<file path="src/rtl/mem_arbiter.sv">
// mem_arbiter: shares one synchronous single-port RAM (registered read) between the
// CPU MAR/MBR port and the debug/program-loader port.
//
// Each access runs IDLE -> ISSUE -> (WAIT x RD_LAT, reads only) -> DONE -> IDLE.
// Requests are latched at grant, so a requester may change its inputs freely once
// granted. Ties in IDLE go to the port that did not own the previous access.
// Read results land in per-port registers and stay there until that same port's
// next read completes.
//
// RD_LAT is the RAM read latency in cycles; the legal range is 1..3.

module mem_arbiter #(
    parameter int ADDR_W = 8,
    parameter int DATA_W = 16,
    parameter int RD_LAT = 1
) (
    input  logic              clk,
    input  logic              rst,

    // CPU port
    input  logic              cpu_req,
    input  logic              cpu_we,
    input  logic [ADDR_W-1:0] cpu_addr,
    input  logic [DATA_W-1:0] cpu_wdata,
    output logic              cpu_ack,
    output logic [DATA_W-1:0] cpu_rdata,

    // Debug / loader port
    input  logic              dbg_req,
    input  logic              dbg_we,
    input  logic [ADDR_W-1:0] dbg_addr,
    input  logic [DATA_W-1:0] dbg_wdata,
    output logic              dbg_ack,
    output logic [DATA_W-1:0] dbg_rdata,

    // RAM side
    output logic              mem_en,
    output logic              mem_we,
    output logic [ADDR_W-1:0] mem_addr,
    output logic [DATA_W-1:0] mem_wdata,
    input  logic [DATA_W-1:0] mem_rdata,

    // Status
    output logic              cpu_gnt,
    output logic              dbg_gnt,
    output logic              busy
);

    // FSM encoding
    localparam logic [1:0] ST_IDLE  = 2'd0;
    localparam logic [1:0] ST_ISSUE = 2'd1;
    localparam logic [1:0] ST_WAIT  = 2'd2;
    localparam logic [1:0] ST_DONE  = 2'd3;

    // Owner encoding
    localparam logic OWN_CPU = 1'b0;
    localparam logic OWN_DBG = 1'b1;

    // WAIT lasts RD_LAT cycles: load RD_LAT-1 and leave when the counter reads zero.
    localparam logic [1:0] WAIT_INIT = 2'(RD_LAT - 1);

    logic [1:0]        state_q, state_d;
    logic              owner_q;
    logic              last_owner_q;
    logic              we_q;
    logic [ADDR_W-1:0] addr_q;
    logic [DATA_W-1:0] wdata_q;
    logic [1:0]        cnt_q;
    logic [DATA_W-1:0] cpu_rdata_q;
    logic [DATA_W-1:0] dbg_rdata_q;

    logic              grant;
    logic              grant_owner;
    logic              in_issue;
    logic              in_done;
    logic              capture;

    assign in_issue = (state_q == ST_ISSUE);
    assign in_done  = (state_q == ST_DONE);
    // Last WAIT cycle: mem_rdata carries the read result for the issued address.
    assign capture  = (state_q == ST_WAIT) && (cnt_q == 2'd0);

    // Next-state and grant decision
    always_comb begin
        state_d     = state_q;
        grant       = 1'b0;
        grant_owner = OWN_CPU;
        case (state_q)
            ST_IDLE: begin
                if (cpu_req || dbg_req) begin
                    grant   = 1'b1;
                    state_d = ST_ISSUE;
                    if (cpu_req && dbg_req) begin
                        // Round-robin on a tie: the port that waited last time wins.
                        grant_owner = ~last_owner_q;
                    end else if (dbg_req) begin
                        grant_owner = OWN_DBG;
                    end else begin
                        grant_owner = OWN_CPU;
                    end
                end
            end
            ST_ISSUE: begin
                state_d = we_q ? ST_DONE : ST_WAIT;
            end
            ST_WAIT: begin
                if (cnt_q == 2'd0) begin
                    state_d = ST_DONE;
                end
            end
            ST_DONE: begin
                // New requests are only looked at in IDLE, which forces one idle cycle.
                state_d = ST_IDLE;
            end
            default: begin
                state_d = ST_IDLE;
            end
        endcase
    end

    // State register
    always_ff @(posedge clk) begin
        if (rst) begin
            state_q <= ST_IDLE;
        end else begin
            state_q <= state_d;
        end
    end

    // Latch the winning request at grant so later input changes cannot disturb it
    always_ff @(posedge clk) begin
        if (rst) begin
            owner_q <= OWN_CPU;
            we_q    <= 1'b0;
            addr_q  <= '0;
            wdata_q <= '0;
        end else if (grant) begin
            owner_q <= grant_owner;
            if (grant_owner == OWN_DBG) begin
                we_q    <= dbg_we;
                addr_q  <= dbg_addr;
                wdata_q <= dbg_wdata;
            end else begin
                we_q    <= cpu_we;
                addr_q  <= cpu_addr;
                wdata_q <= cpu_wdata;
            end
        end
    end

    // Read-latency counter: loaded in ISSUE, counts down through WAIT
    always_ff @(posedge clk) begin
        if (rst) begin
            cnt_q <= 2'd0;
        end else if (in_issue) begin
            cnt_q <= WAIT_INIT;
        end else if ((state_q == ST_WAIT) && (cnt_q != 2'd0)) begin
            cnt_q <= cnt_q - 2'd1;
        end
    end

    // Round-robin history, updated when an access completes
    always_ff @(posedge clk) begin
        if (rst) begin
            last_owner_q <= OWN_DBG;
        end else if (in_done) begin
            last_owner_q <= owner_q;
        end
    end

    // Per-port read-data holding registers; only the owner's own reads update them
    always_ff @(posedge clk) begin
        if (rst) begin
            cpu_rdata_q <= '0;
            dbg_rdata_q <= '0;
        end else if (capture) begin
            if (owner_q == OWN_DBG) begin
                dbg_rdata_q <= mem_rdata;
            end else begin
                cpu_rdata_q <= mem_rdata;
            end
        end
    end

    // Output decode from the registered state
    always_comb begin
        // RAM strobes only in ISSUE; a reset in ISSUE still lets the RAM see the write.
        mem_en    = in_issue;
        mem_we    = in_issue & we_q;
        mem_addr  = in_issue ? addr_q : '0;
        mem_wdata = in_issue ? wdata_q : '0;

        // A reset arriving in DONE abandons the access, so the ack is suppressed.
        cpu_ack   = in_done && (owner_q == OWN_CPU) && !rst;
        dbg_ack   = in_done && (owner_q == OWN_DBG) && !rst;

        busy      = (state_q != ST_IDLE);
        cpu_gnt   = busy && (owner_q == OWN_CPU);
        dbg_gnt   = busy && (owner_q == OWN_DBG);

        cpu_rdata = cpu_rdata_q;
        dbg_rdata = dbg_rdata_q;
    end

endmodule

</file>
<file path="config.mk">
export PLATFORM = sky130hd
export DESIGN_NAME = mem_arbiter
export DESIGN_NICKNAME = d
export VERILOG_FILES = /design/src/rtl/mem_arbiter.sv
export SDC_FILE = /design/constraint.sdc
export NUM_CORES = 1
export LEC_CHECK = 0
export CAP_MARGIN = 20
export CORE_UTILIZATION = 25
export CTS_CLUSTER_DIAMETER = 150
export DETAILED_ROUTE_END_ITERATION = 16
export PLACE_DENSITY_LB_ADDON = 0.1
export SETUP_SLACK_MARGIN = 0.3
export SYNTH_ARGS = -nofsm -noshare
export SYNTH_HDL_FRONTEND = slang
export SYNTH_SLANG_ARGS = --single-unit
</file>
<file path="constraint.sdc">
create_clock -name clk -period 3.65 [get_ports clk]
set_clock_uncertainty 0.1 [all_clocks]
set_input_delay 1.095 -clock clk [delete_from_list [all_inputs] [get_ports clk]]
set_output_delay 1.095 -clock clk [all_outputs]
set_load 0.1 [all_outputs]
</file>
==> flow_summary_export.csv, run 1 <==
group,metric,value,unit
outcome,run_status,"complete, no violations",
place,gp_congestion,0.7151,
cells_and_area,mostFrequentLayoutCells,"clkdlybuf4s50_1, nand2_1, buf_4",
routing,drc,0,
die,die_w,109.0,µm
die,coreArea,10980,µm²
cts,clkTransAtPathRegs,50,ps
power,ir_worst_vdd,0.4407,mV
critical_path,critPathMaxFanout,3,
place,port_buffers,132,
logic_synthesis,syn_nets,428,
sta,slew_headroom,29.55,%
cts,cts.sinks,63,
cts,cts-htree-levels,3,
sta,whs,352.0,ps
global_routing,met2_usage,23.32,%
sta,max_freq,304.8,MHz
logic_synthesis,synthArstFlopShare,0,%
die,rows,38,
cells_and_area,final_area,4448,µm²
hold_path,worstHoldEndpoint,"cpu_rdata[13]$_SDFFE_PP0P_",
run,cap_violations,0,
sta,grt_setup_unrepaired,"false",
routing,first_pass_iters,4,
routing,post_drt_wl_per_cell,14.33,µm
critical_path,required,2450,ps
hold_path,hold_depth,2,
routing,via_count,2876,
sta,period_minus_slack,3281,ps
cts,post_cts_buffers,0,
cells_and_area,post-route-util,40.50,%
logic_synthesis,synthCells,353,
cts,cts-root-buf,"clkbuf_16",
logic_synthesis,ys_seq_area_share,44.06,%
sta,setup_viol,0,
cells_and_area,syn_to_final_growth,55.38,%
cts,cts_resized,0,
cells_and_area,fin_nets,547,
die,initial_utilization,26.07,%
critical_path,cp-end-kind,"output pin",
critical_path,reg2reg_slack,1520,ps
global_routing,grt_max_degree,36,
hold_path,min_from,"cpu_rdata[13]$_SDFFE_PP0P_",
cts,numCtsBuffers,9,
global_routing,top_usage_layer,"met2",
logic_synthesis,netlist_area,2863,µm²
cts,ctsLongestPathBuffers,2,
global_routing,grt_pass1_wl,13.79,mm
routing,final_antenna_net_count,0,
critical_path,cp.arrival,2090,ps
global_routing,grt_use_met1,19.83,%
sta,period_share,89.88,%
cells_and_area,drive_above_1_share,18.66,%
sta,max_slew.worst_pin.slew,1057,ps
critical_path,path_class,"primary input to output pin",
place,dp_hpwl,5.987,mm
die,dieArea,11880,µm²
logic_synthesis,ys_seq_elements,63,
place,dpl_cell_area,4158,µm²
cts,cts_tree,"yes",
global_routing,antenna_found_initial,0,
critical_path,r2r_start,"state_q[1]$_SDFFE_PP0P_",
routing,drtIter0Drc,119,
die,pin_count,133,
logic_synthesis,synth_flop_cell,"dfxtp_1",
critical_path,r2r_end,"addr_q[5]$_SDFFE_PP0P_",
power,p_total,3.477,mW
critical_path,rr_worst_depth,4,
power,p_per_area,781.7,nW/µm²
sta,final_hold_viol_count,0,
routing,viasPerCell,4.661,
logic_synthesis,synth_cell_types,29,
global_routing,grt_usage,15.15,%
cts,cts_hold_buf,0,
logic_synthesis,yosys_warnings,0,
logic_synthesis,syn_avg_cell_area,8.110,µm²
die,die_y,109.0,µm
power,leakagePower,1.789,nW
logic_synthesis,synth_edf_count,0,
global_routing,gr-total-overflow,0,
hold_path,min_path_type,"flop to flop",
cells_and_area,diodes,0,
global_routing,use_met3,4.124,%
sta,finalMaxSlewViolations,0,
critical_path,startpoint_type,"primary input",
cts,insertion_delay,320,ps
sta,fin_tns_setup,0,ps
global_routing,grt_pass1_vias,2748,
cells_and_area,final_common_cell,"clkdlybuf4s50_1",
routing,finalWirelength,8.841,mm
## cell type report
type | instances | area (µm²)
Fill cell | 1132 | 6535
Timing Repair Buffer | 138 | 1246
Tap cell | 140 | 175.2
Inverter | 31 | 116.4
Multi-Input combinational cell | 229 | 1359
Clock inverter | 6 | 61.31
Sequential cell | 63 | 1261
Clock buffer | 10 | 229.0
## where the power goes
| part | internal (mW) | leakage, nW | total, mW | switching [mW] |
|---|---|---|---|---|
| registers | 0.843 | 0.516 | 0.923 | 0.0802 |
| clock network | 0.525 | 0.142 | 0.827 | 0.301 |
| logic | 0.426 | 1.13 | 1.73 | 1.30 |
## how the worst max path moves through the flow
stage          slack, ps  endpoint  cells after the start  start
6_report             370   dbg_ack                      4    rst
3_5_place_dp         370   dbg_ack                      4    rst
4_1_cts              360   dbg_ack                      4    rst
5_1_grt              340   dbg_ack                      4    rst
3_3_place_gp         390   dbg_ack                      4    rst
2_1_floorplan        310   cpu_ack                      2    rst
## per-stage QoR
stage / setup slack, ps / std cells
after floorplan: 312.8 / 353
after global placement: 388.9 / 601
after detailed placement: 367.8 / 601
after CTS: 361.2 / 617
after global routing: 344.4 / 617
final: 369.3 / 617
## registers in the layout, indices dropped and copies added, names as in the netlist
| register | count |
|---|---|
| last_owner_q | 1 |
| dbg_rdata | 16 |
| we_q | 1 |
| wdata_q | 16 |
| state_q | 2 |
| owner_q | 1 |
| addr_q | 8 |
| cnt_q | 2 |
| cpu_rdata | 16 |
## metal layers
layer / wire, µm / vias to the layer above / share of wire [%]
met4: 116 / 0 / 1.3
met1: 4035 / 1293 / 46
li1: - / 1460 / -
met3: 795 / 10 / 9.0
met2: 3893 / 113 / 44
met5: 0 / - / 0
## cell families after synthesis
family | share of synthesized area (%)
flops | 44.06
fa+ha+maj | 2.185
xor+xnor | 0.3060
mux | 0.6993
compound gates | 25.79
simple gates | 17.83
buf+inv | 9.135
## Yosys cell counts (2+ instances only)
cell type | count | area (µm²)
clkbuf_1 | 21 | 78.83
and3_1 | 3 | 18.77
nor2b_1 | 3 | 18.77
mux2i_1 | 2 | 20.02
a21oi_1 | 33 | 165.2
a211oi_1 | 26 | 195.2
buf_2 | 4 | 20.02
nor2_1 | 2 | 7.510
o21ai_0 | 25 | 125.1
and2_1 | 25 | 156.4
ha_1 | 5 | 62.56
dfxtp_1 | 63 | 1261
inv_1 | 31 | 116.4
o21a_1 | 2 | 15.01
a2111oi_0 | 26 | 227.7
nand2_1 | 67 | 251.5
buf_6 | 3 | 33.78
## critical path: stages
cell and delay, ps:
clkdlybuf4s50_1 550, inv_1 90, and3_4 190, buf_12 160
Note: power is estimated with default switching activity, not from simulation.
==> run 2: changes to the inputs <==
--- a/config.mk
+++ b/config.mk
@@ -9,6 +9,7 @@
 export CORE_UTILIZATION = 25
 export CTS_CLUSTER_DIAMETER = 150
 export DETAILED_ROUTE_END_ITERATION = 16
+export DONT_BUFFER_PORTS = 1
 export PLACE_DENSITY_LB_ADDON = 0.1
 export SETUP_SLACK_MARGIN = 0.3
 export SYNTH_ARGS = -nofsm -noshare
==> run 2 against run 1 <==
- final cell count down 17%
- design area is 23% lower
- highest routed layer unchanged
- largest power group unchanged
- routed wire length fell by 5.9%
- largest cell class unchanged
- critical path type is now flop to output pin
- global-route usage decreased by 0.64 points
==> flow_summary_export.csv, run 2 (same netlist as run 1, synthesis figures left out) <==
group,metric,value,unit
place,gp_congestion,0.6912,
cells_and_area,post-route-util,31.28,%
cells_and_area,drive_above_1_share,14.56,%
outcome,run_status,"complete, no violations",
cts,clkTransAtPathRegs,50,ps
cts,insertion_delay,320,ps
die,rows,38,
global_routing,antenna_found_initial,0,
power,p_per_area,940.5,nW/µm²
sta,grt_setup_unrepaired,"false",
die,dieArea,11880,µm²
sta,fin_ws,641.2,ps
cells_and_area,mostFrequentLayoutCells,"nand2_1, dfxtp_1, a21oi_1",
sta,max_slew.worst_pin.slew,997.0,ps
cells_and_area,final_common_cell,"nand2_1",
sta,setup_viol,0,
cells_and_area,fin_nets,441,
global_routing,grt_pass1_vias,2513,
sta,slew_headroom,33.44,%
die,die_w,109.0,µm
cells_and_area,fill_cells,1198,
cts,cts_resized,0,
cells_and_area,multiInputGateArea,1364,µm²
routing,via_count,2524,
cts,cts.sinks,63,
run,cap_violations,0,
global_routing,grt_pass1_wl,12.97,mm
place,port_buffers,0,
critical_path,cp.arrival,1810,ps
cts,ctsLongestPathBuffers,2,
die,pin_count,133,
place,dp_hpwl,5.449,mm
critical_path,cp-end-kind,"output pin",
routing,final_antenna_net_count,0,
cts,numCtsBuffers,9,
sta,finalMaxSlewViolations,0,
critical_path,critPathMaxFanout,28,
cts,cts-htree-levels,3,
sta,final_hold_viol_count,0,
cts,post_cts_buffers,0,
hold_path,min_path_type,"flop to flop",
sta,max_freq,332.4,MHz
routing,drtIter0Drc,107,
power,p_total,3.231,mW
critical_path,path_class,"flop to output pin",
global_routing,gr-total-overflow,0,
cts,cts-root-buf,"clkbuf_16",
die,coreArea,10980,µm²
routing,first_pass_iters,4,
sta,period_minus_slack,3009,ps
global_routing,grt_max_degree,38,
critical_path,required,2450,ps
routing,viasPerCell,4.939,
routing,post_drt_wl_per_cell,16.28,µm
routing,finalWirelength,8.318,mm
cts,cts_tree,"yes",
critical_path,startpoint_type,"flop",
die,initial_utilization,26.07,%
routing,drc,0,
die,die_y,109.0,µm
sta,period_share,82.43,%
cts,cts_hold_buf,0,
power,leakagePower,1.304,nW
global_routing,grt_usage,14.52,%
place,dp_slack,898.8,ps
cells_and_area,diodes,0,
power,ir_worst_vdd,0.2870,mV
cells_and_area,syn_to_final_growth,20.02,%
cells_and_area,seq_area,1261,µm²
sta,fin_tns_setup,0,ps
## run 2: worst paths after layout
kind | start | to | slack (ps) | cells after the start
worst max-delay path | state_q[1]$_SDFFE_PP0P_ | mem_wdata[4] | 640 | 4
worst min register to register | state_q[1]$_SDFFE_PP0P_ | state_q[1]$_SDFFE_PP0P_ | 400 | 2
worst min-delay path | state_q[1]$_SDFFE_PP0P_ | state_q[1]$_SDFFE_PP0P_ | 400 | 2
worst max register to register | state_q[1]$_SDFFE_PP0P_ | state_q[0]$_SDFFE_PP0P_ | 1520 | 6
## run 2: report_power, final
| group | switching, mW | total, mW | internal, mW |
|---|---|---|---|
| clock network | 0.308 | 0.764 | 0.456 |
| logic | 0.972 | 1.26 | 0.286 |
| registers | 0.367 | 1.21 | 0.842 |
## run 2: per-layer routing
layer | vias up | track usage, % | wire length [µm]
li1 | 1246 | - | -
met1 | 1171 | 17.21 | 3645
met2 | 100 | 23.36 | 3767
met3 | 7 | 7.053 | 844
met4 | 0 | 3.571 | 60
met5 | - | 0 | 0
## run 2: final cells by class
class | instances | area share, %
multi-input cells | 229 | 39.69
well taps | 140 | 5.098
flip-flops and latches | 63 | 36.71
inverters | 31 | 3.387
repair buffers | 32 | 7.356
clock inverters | 6 | 1.092
clock buffers | 10 | 6.664
## run 2: stage by stage
| step | hold WS (ps) | cells | cell area, µm² |
|---|---|---|---|
| 6_report | 395.4 | 511 | 3436 |
| 3_3_place_gp | 384.3 | 495 | 3169 |
| 4_1_cts | 398.9 | 511 | 3436 |
| 2_1_floorplan | 362.1 | 353 | 2882 |
| 3_5_place_dp | 385.4 | 495 | 3169 |
| 5_1_grt | 409.1 | 511 | 3436 |
## run 2: critical path, stage by stage (launching register included)
cell and delay, ps:
dfxtp_1 330, inv_1 110, ha_2 530, and2_1 220, buf_4 290
